### src/rtl/fir_requant_pkg.sv
// Shared constants for the FIR-to-DAC requantization stage: per-bank shifts,
// DAC code limits and the error-bit encoding.
package fir_requant_pkg;

  localparam int SHIFT_W = 5;

  // Shift applied to the 35-bit FIR result for each filter bank.
  localparam logic [SHIFT_W-1:0] BANK_SHIFT [4] = '{5'd20, 5'd21, 5'd22, 5'd23};

  localparam logic [11:0] MIDSCALE = 12'h800;

  localparam logic [1:0] ERR_SAT      = 2'b10;
  localparam logic [1:0] ERR_UPSTREAM = 2'b01;

  localparam int DAC_MIN = -2048;
  localparam int DAC_MAX = 2047;

endpackage

### src/rtl/fir_requant_stage_if.sv
// Avalon-ST style sample stream: data, a one-cycle valid strobe and a 2-bit error.
// Handshake: a beat transfers on every cycle valid is high; there is no ready,
// so the consumer must take one beat per clock.
interface fir_requant_stage_if #(
  parameter int DATA_W = 35
);
  logic [DATA_W-1:0] data;
  logic              valid;
  logic [1:0]        error;

  modport master (output data, output valid, output error);
  modport slave  (input  data, input  valid, input  error);
endinterface

### src/rtl/round_sat_shift.sv
// Combinational round-half-up arithmetic right shift, clamped to the DAC range
// and converted to offset-binary.
module round_sat_shift
  import fir_requant_pkg::*;
#(
  parameter int DATA_IN_W  = 35,
  parameter int DATA_OUT_W = 12
) (
  input  logic [DATA_IN_W-1:0]  x,
  input  logic [SHIFT_W-1:0]    shift,
  output logic [DATA_OUT_W-1:0] code,
  output logic                  saturated
);
  localparam int ACC_W = DATA_IN_W + 1;

  logic signed [ACC_W-1:0]  x_ext;
  logic signed [ACC_W-1:0]  rnd;
  logic signed [ACC_W-1:0]  sum;
  logic signed [ACC_W-1:0]  y;
  logic        [DATA_OUT_W-1:0] y_c;
  logic                     over;
  logic                     under;

  always_comb begin
    // One extra bit of headroom keeps x + 2^(s-1) from wrapping at full scale.
    x_ext = ACC_W'($signed(x));
    rnd   = ACC_W'(1) << (shift - 5'd1);
    sum   = x_ext + rnd;
    y     = sum >>> shift;
    over  = (y > ACC_W'(DAC_MAX));
    under = (y < ACC_W'(DAC_MIN));
    if (over) begin
      y_c = DATA_OUT_W'(DAC_MAX);
    end else if (under) begin
      y_c = DATA_OUT_W'(DAC_MIN);
    end else begin
      y_c = y[DATA_OUT_W-1:0];
    end
    saturated = over | under;
    code      = {~y_c[DATA_OUT_W-1], y_c[DATA_OUT_W-2:0]};
  end

endmodule

### src/rtl/fir_requant_stage.sv
// Two-stage requantizer: FIR result -> 12-bit offset-binary DAC code with
// bank-dependent scaling, mute-on-bank-change and a clipped-sample counter.
module fir_requant_stage
  import fir_requant_pkg::*;
#(
  parameter int DATA_IN_W    = 35,
  parameter int DATA_OUT_W   = 12,
  parameter int MUTE_SAMPLES = 16
) (
  input  logic                clk,
  input  logic                reset_n,
  input  logic [1:0]          sel,
  fir_requant_stage_if.slave  ast_sink,
  fir_requant_stage_if.master ast_source,
  output logic [7:0]          sat_count,
  output logic                muted
);

  logic                  accept;
  logic                  bank_change;
  logic [1:0]            last_sel;
  logic [7:0]            mute_cnt;

  logic                  s1_valid;
  logic                  s1_mute;
  logic                  s1_err;
  logic [DATA_IN_W-1:0]  s1_x;
  logic [SHIFT_W-1:0]    s1_shift;

  logic [DATA_OUT_W-1:0] rs_code;
  logic                  rs_sat;
  logic                  sat_event;

  assign accept      = ast_sink.valid;
  assign bank_change = accept && (sel != last_sel);
  assign muted       = (mute_cnt != 8'd0);

  always_ff @(posedge clk) begin
    if (!reset_n) begin
      s1_valid <= 1'b0;
      s1_mute  <= 1'b0;
      s1_err   <= 1'b0;
      s1_x     <= '0;
      s1_shift <= '0;
    end else begin
      s1_valid <= accept;
      if (accept) begin
        s1_x     <= ast_sink.data;
        s1_shift <= BANK_SHIFT[sel];
        s1_err   <= (ast_sink.error != 2'b00);
        s1_mute  <= bank_change || muted;
      end
    end
  end

  // A bank change mutes the sample that carries it, so the reload already
  // accounts for that one.
  always_ff @(posedge clk) begin
    if (!reset_n) begin
      mute_cnt <= 8'(MUTE_SAMPLES);
      last_sel <= 2'd0;
    end else if (accept) begin
      last_sel <= sel;
      if (bank_change) begin
        mute_cnt <= 8'(MUTE_SAMPLES - 1);
      end else if (muted) begin
        mute_cnt <= mute_cnt - 8'd1;
      end
    end
  end

  round_sat_shift #(
    .DATA_IN_W  (DATA_IN_W),
    .DATA_OUT_W (DATA_OUT_W)
  ) u_round_sat_shift (
    .x         (s1_x),
    .shift     (s1_shift),
    .code      (rs_code),
    .saturated (rs_sat)
  );

  assign sat_event = s1_valid && rs_sat && !s1_mute && !s1_err;

  // The clear comes from the newer sample, so it wins over an older clip.
  always_ff @(posedge clk) begin
    if (!reset_n) begin
      sat_count <= 8'd0;
    end else if (bank_change) begin
      sat_count <= 8'd0;
    end else if (sat_event && (sat_count != 8'hFF)) begin
      sat_count <= sat_count + 8'd1;
    end
  end

  always_ff @(posedge clk) begin
    if (!reset_n) begin
      ast_source.valid <= 1'b0;
      ast_source.data  <= MIDSCALE;
      ast_source.error <= 2'b00;
    end else begin
      ast_source.valid <= s1_valid;
      if (s1_valid) begin
        ast_source.data  <= (s1_mute || s1_err) ? MIDSCALE : rs_code;
        ast_source.error <= (sat_event ? ERR_SAT : 2'b00) | (s1_err ? ERR_UPSTREAM : 2'b00);
      end
    end
  end

endmodule

### src/flat_wrapper.sv
// flat-port wrapper written by rule: the top's interface ports become plain ports
module fir_requant_stage_flat import fir_requant_pkg::*;
#(
  parameter int DATA_IN_W    = 35,
  parameter int DATA_OUT_W   = 12,
  parameter int MUTE_SAMPLES = 16
)
  (clk, reset_n, sel, sat_count, muted, ast_sink_data, ast_sink_valid, ast_sink_error, ast_source_data, ast_source_valid, ast_source_error);
  fir_requant_stage_if #(.DATA_W(35)) ast_sink_i ();
  fir_requant_stage_if #(.DATA_W(12)) ast_source_i ();
  input  logic clk;
  input  logic reset_n;
  input  logic [1:0] sel;
  output logic [7:0] sat_count;
  output logic muted;
  input wire logic [$bits(ast_sink_i.data)-1:0] ast_sink_data;
  input wire logic [$bits(ast_sink_i.valid)-1:0] ast_sink_valid;
  input wire logic [$bits(ast_sink_i.error)-1:0] ast_sink_error;
  output wire logic [$bits(ast_source_i.data)-1:0] ast_source_data;
  output wire logic [$bits(ast_source_i.valid)-1:0] ast_source_valid;
  output wire logic [$bits(ast_source_i.error)-1:0] ast_source_error;
  assign ast_sink_i.data = ast_sink_data;
  assign ast_sink_i.valid = ast_sink_valid;
  assign ast_sink_i.error = ast_sink_error;
  assign ast_source_data = ast_source_i.data;
  assign ast_source_valid = ast_source_i.valid;
  assign ast_source_error = ast_source_i.error;
  fir_requant_stage #(.DATA_IN_W(DATA_IN_W), .DATA_OUT_W(DATA_OUT_W), .MUTE_SAMPLES(MUTE_SAMPLES)) u_core (.clk(clk), .reset_n(reset_n), .sel(sel), .ast_sink(ast_sink_i), .ast_source(ast_source_i), .sat_count(sat_count), .muted(muted));
endmodule
### config.mk
export PLATFORM = sky130hd
export DESIGN_NAME = fir_requant_stage_flat
export DESIGN_NICKNAME = d
export VERILOG_FILES = /design/src/rtl/fir_requant_pkg.sv /design/src/rtl/fir_requant_stage_if.sv /design/src/rtl/round_sat_shift.sv /design/src/rtl/fir_requant_stage.sv /design/src/flat_wrapper.sv
export SDC_FILE = /design/constraint.sdc
export NUM_CORES = 1
export LEC_CHECK = 0
export BUFFER_PORTS_ARGS = -buffer_cell sky130_fd_sc_hd__buf_2
export CAP_MARGIN = 20
export CORE_UTILIZATION = 40
export CTS_CLUSTER_SIZE = 24
export DETAILED_ROUTE_END_ITERATION = 12
export PLACE_DENSITY_LB_ADDON = 0.25
export REMOVE_ABC_BUFFERS = 1
export SKIP_LAST_GASP = 1
export SLEW_MARGIN = 25
export SYNTH_ARGS = -nofsm -noshare
export SYNTH_HDL_FRONTEND = slang
export SYNTH_SLANG_ARGS = --single-unit
### constraint.sdc
create_clock -name clk -period 12.8 [get_ports clk]
set_input_delay 1.28 -clock clk [delete_from_list [all_inputs] [get_ports clk]]
set_output_delay 1.28 -clock clk [all_outputs]
set_load 0.03 [all_outputs]
# Word-level counts from Yosys, hierarchy flattened
# Index checks and enable logic that the tools add are counted.
[word_totals] output_inout_bits=24 inputBits=42 reg_bits=76 word_cells=51
[op_classes] n_lt_le_gt_ge=3 mux=10 n_reduce_logical=14 addsub=4 n_shift=2 eq_ne=2 bitwise_logic=5
[ops] operator="$add A35 B36 Y36" n=1
[ops] operator="$gt A36 B12 Y1 const B" n=1
[ops] operator="$lt A36 B12 Y1 const B" n=1
[ops] operator="$mux W12" n=3
[ops] operator="$shl A1 B5 Y36 const A" n=1
[ops] operator="$sshr A36 B5 Y36" n=1
[ops] operator="$mux W8" n=2
[ops] operator="$bmux W5 S2" n=1
[ops] operator="$mux W5" n=2
[ops] operator="$add A8 B1 Y8 const B" n=1
[ops] operator="$ne A8 B8 Y1 const B" n=1
[ops] operator="$reduce_bool A8 Y1" n=1
[ops] operator="$sub A8 B1 Y8 const B" n=1
[ops] operator="$logic_and A1 B1 Y1" n=5
[ops] operator="$sub A5 B1 Y5 const B" n=1
[ops] operator="$reduce_bool A2 Y1" n=2
[ops] operator="$ge A3 B3 Y1 const B" n=1
[ops] operator="$not A2 Y3" n=1
[ops] operator="$logic_not A1 Y1" n=2
[ops] operator="$logic_or A1 B1 Y1" n=2
[ops] operator="$mux W2" n=1
[ops] operator="$ne A2 B2 Y1" n=1
[ops] operator="$not A1 Y1" n=2
[ops] operator="$or A2 B2 Y2" n=1
[ops] operator="4 further kinds" n=4

# Logic depth before layout (Yosys ltp)
[depth] word_depth=11 mapped_depth=25 ltp_nobuf=20

# Cells and area by module
# Synthesis repeated with hierarchy kept, for this count alone.
[hier_totals] cells_unflattened=1114 area_unflattened_um2=8409.3
[modules_own_cells] module="round_sat_shift" cells_each=814 n_inst=1 area_per_inst_um2=5432.7 seq_area_each_um2=0.0
[modules_own_cells] module="fir_requant_stage" cells_each=300 n_inst=1 area_per_inst_um2=2976.6 seq_area_each_um2=1441.4

# Worst setup path before layout
# No wires, ideal clock.
[synth_path] path_kind="flip-flop to flip-flop" from="register, netlist name u_core.last_sel[0]" to="register u_core.ast_source.data[10]" synth_period_minus_slack_ns=5.143 n_path_buf=2 path_slack_ns=7.657 setup_time_ns=0.122 required_time_ns=12.678 stages_incl_launch_ff=22 arrival_time_ns=5.022 cell_sequence="dfxtp_1 -> clkbuf_1 -> nor2_1 -> clkinv_1 -> ha_1 -> nand2b_1 -> nor2_1 -> ha_1 -> fa_1 -> a211oi_1 -> o21ai_2 -> nand3_2 -> a31oi_2 -> o21bai_2 -> mux2_1 -> a211oi_2 -> o21ai_0 -> nor4_4 -> a2bb2oi_1 -> nor2_1 -> buf_6 -> a221o_1"
[synth_rtl] item="end signal, assigned" line_no="fir_requant_stage.sv:103" rtl="ast_source.data <= (s1_mute || s1_err) ? MIDSCALE : rs_code;"
[synth_rtl] item="end, declared" line_no="fir_requant_stage_if.sv:11" rtl="modport master (output data, output valid, output error);"

==> metrics.yaml <==
leakage_nw: 3.170
fill_cells: 1686
min_period_ps: 6807
start_util_pct: 41.25
p_sw_uw: 267.2
finalHoldViolations: 0
worstRegToRegCells: 21
r2r_start: "u_core.last_sel[0]"
synthMuxAreaShare_pct: 10.15
synth-seq-cells: 72
p_per_area_mw_per_mm2: 97.88
fin_skew_ps: 10.34
hold_depth: 2
synth_edf_count: 0
yosys.area.top_type_share_pct: 21.00
setup_slack_ps: 5993
synth_top_family_by_area: "compound AO/OA/AOI/OAI gates"
die_w_microns: 133.0
final-max-slew-violation-count: 0
grt_usage_pct: 23.38
holdCritStartpoint: "u_core.ast_source.data[11]"
place_congestion: 1.030
drc_errors: 0
areaGrowthSynthToFinish_pct: 10.37
worstSetupPathType: "reg2reg"
core_sq_mm: 0.01664
drtAntennaViolNets: 0
drive_gt1_share_pct: 13.45
timing.fmax_mhz: 146.9
post_drt_wl_per_cell_microns: 17.53
dr.first_iter.drc_count: 566
vias_per_cell: 5.905
min_period_over_period_pct: 53.18
dieArea_sq_mm: 0.01769
grt_setup_unrepaired: "no"
h-tree-depth: 3
yosysSeqAreaShare_pct: 21.00
synth.area.top_cells: "dfxtp_1 (21%), mux2i_1 (9.6%), ha_1 (6.6%)"
final_util_pct: 45.52
slew_headroom_pct: 45.59
cts_resized: 0
multiInputGateArea_sq_mm: 0.005117
power_frac_clock_pct: 35.1
seq_power_share_pct: 33.3
grt_pass1_wl_mm: 33.04
synth-warning-count: 0
syn_inst: 898
synth_top_area_cell: "dfxtp_1"
syn_avg_cell_area_sq_um: 7.644
worstPathRequired_ps: 13090
worst_slew_pin_slew_ps: 816.1
critical_path_peak_fanout: 34
final_cell_mix: "nand2_1 (95), nor2_1 (90), dfxtp_1 (72)"
cts_setup_buffers: 0
p_sw_share_pct: 36.03
drt_first_pass_iters: 5
finalSetupViolCount: 0
regArea_sq_mm: 0.001441
clkTransAtPathRegs_ps: 60
die_y_microns: 133.0
std_cell_rows: 47
synth_compound_area_share_pct: 28.18
status: "finished clean"
hold_buffers: 0
numClockSinks: 72
grt_max_degree: 54
synth-async-reset-ratio_pct: 0
synthAdderAreaFrac_pct: 6.854
layout_commonest_cell: "nand2_1"
n_antenna_cell: 0
startpoint: "u_core.last_sel[0]"
final.setup.tns_ps: 0
cts-root-buf: "clkbuf_16"
synth_ff_type: "dfxtp_1"
internal_power_uw: 474.3
dp_hpwl_mm: 15.12
grt-ovfl-total: 0
antenna_found_initial: 0
startpoint_type: "register"
clk_latency_ps: 350
cp-end-kind: "register"
combPwrFrac_pct: 31.6
ir_drop_v: 0.00006343
design.portCount: 66
vias: 6832
port_buffers: 65
dp_slack_ps: 6188
yosysUniqueCellTypes: 83
cts_buffers: 9
synthSimpleGateAreaFrac_pct: 24.26
cts_tree: "yes"
finalWirelength_mm: 20.28
grt_pass1_vias: 6329
layout.nets: 1011
clockBufferDepth: 2
cap_violations: 0
synthXorXnorAreaFrac_pct: 4.448
syn-cell-area_sq_mm: 0.006864
arrival_ps: 7100
holdCritPathClass: "reg2reg"
[final cells by class]
type,instances,share of cell area [%]
multi-input cells,760,67.55
flip-flops and latches,72,19.03
inverters,18,0.8918
clock buffers,9,2.973
well taps,220,3.633
clock inverters,7,1.040
repair buffers,71,4.889
[metal layers]
metal	GRT usage [%]	wire (microns)
met1	31.46	9438
met2	35.17	8507
met4	9.387	647
met5	0	0
met3	6.245	1687
[through the flow]
step / hold slack [ps] / cell area, sq um / std cells / power (mW)
after floorplan: 452.3 / 6626 / 850 / 0.4129
after global placement: 443.7 / 7272 / 1141 / 0.4804
after detailed placement: 438.9 / 7272 / 1141 / 0.4802
after CTS: 448.1 / 7576 / 1157 / 0.7423
after global routing: 467.8 / 7576 / 1157 / 0.7829
final: 440.9 / 7576 / 1157 / 0.7416
[flip-flops by register name (all words and copies together) (netlist names)]
name,count
u_core.s1_err,1
u_core.mute_cnt,8
u_core.last_sel,1
u_core.ast_source.data,12
u_core.s1_x,35
u_core.sat_count,8
u_core.s1_mute,1
u_core.ast_source.valid,1
u_core.ast_source.error,2
u_core.s1_valid,1
u_core.s1_shift,2
[power groups by stage]
stage          logic, mW  clock network [mW]  registers [mW]
2_1_floorplan      0.152                   0           0.261
3_3_place_gp       0.229                   0           0.252
3_5_place_dp       0.228                   0           0.252
4_1_cts            0.230               0.266           0.247
5_1_grt            0.256               0.278           0.249
6_report           0.234               0.260           0.247
[synth_stat cells, types with 6 or more instances]
library cell,instances
a2111oi_0,7
a211oi_1,10
a21o_1,10
a21oi_1,65
a21oi_2,7
a221o_1,12
a22oi_1,6
a31oi_1,11
and2_1,9
and3_1,15
buf_1,11
buf_2,16
clkbuf_1,26
dfxtp_1,72
ha_1,36
inv_1,17
mux2i_1,66
nand2_1,95
nand3_1,18
nand4_1,18
nor2_1,90
nor2b_1,45
nor3_1,12
nor4_1,6
o211ai_1,21
o21a_1,16
o21ai_0,32
o21ai_1,13
o22ai_1,7
xnor2_1,16
xor2_1,17
[critical path: stages, from the launching register on]
cell,delay [ps]
dfxtp_1,300
buf_4,250
nor2_1,580
clkinv_1,540
ha_1,530
nand2b_1,290
nor2_1,90
ha_1,260
fa_1,430
a211oi_1,400
o21ai_2,180
nand4_1,160
o211ai_1,150
a31oi_2,380
mux2i_1,240
nand4_1,250
a2111oi_0,410
and4_1,250
o2111a_2,230
nor2_1,60
nor2_1,520
a221o_1,250
[logic make-up (layout without fill, tap and decap cells)]
family,Yosys count,in the layout
flops,72,72
xor+xnor,34,34
buf+inv,77,105
other cells,1,12
fa+ha+maj,37,37
simple gates,338,338
mux,69,69
compound gates,270,270
[worst paths after layout]
path | slack (ps) | to
worst max-delay path | 5990 | u_core.ast_source.data[4]
worst min-delay path | 440 | u_core.ast_source.data[11]
worst max register to register | 5990 | u_core.ast_source.data[4]
worst min register to register | 440 | u_core.ast_source.data[11]
(Power assumes the default switching activity.)
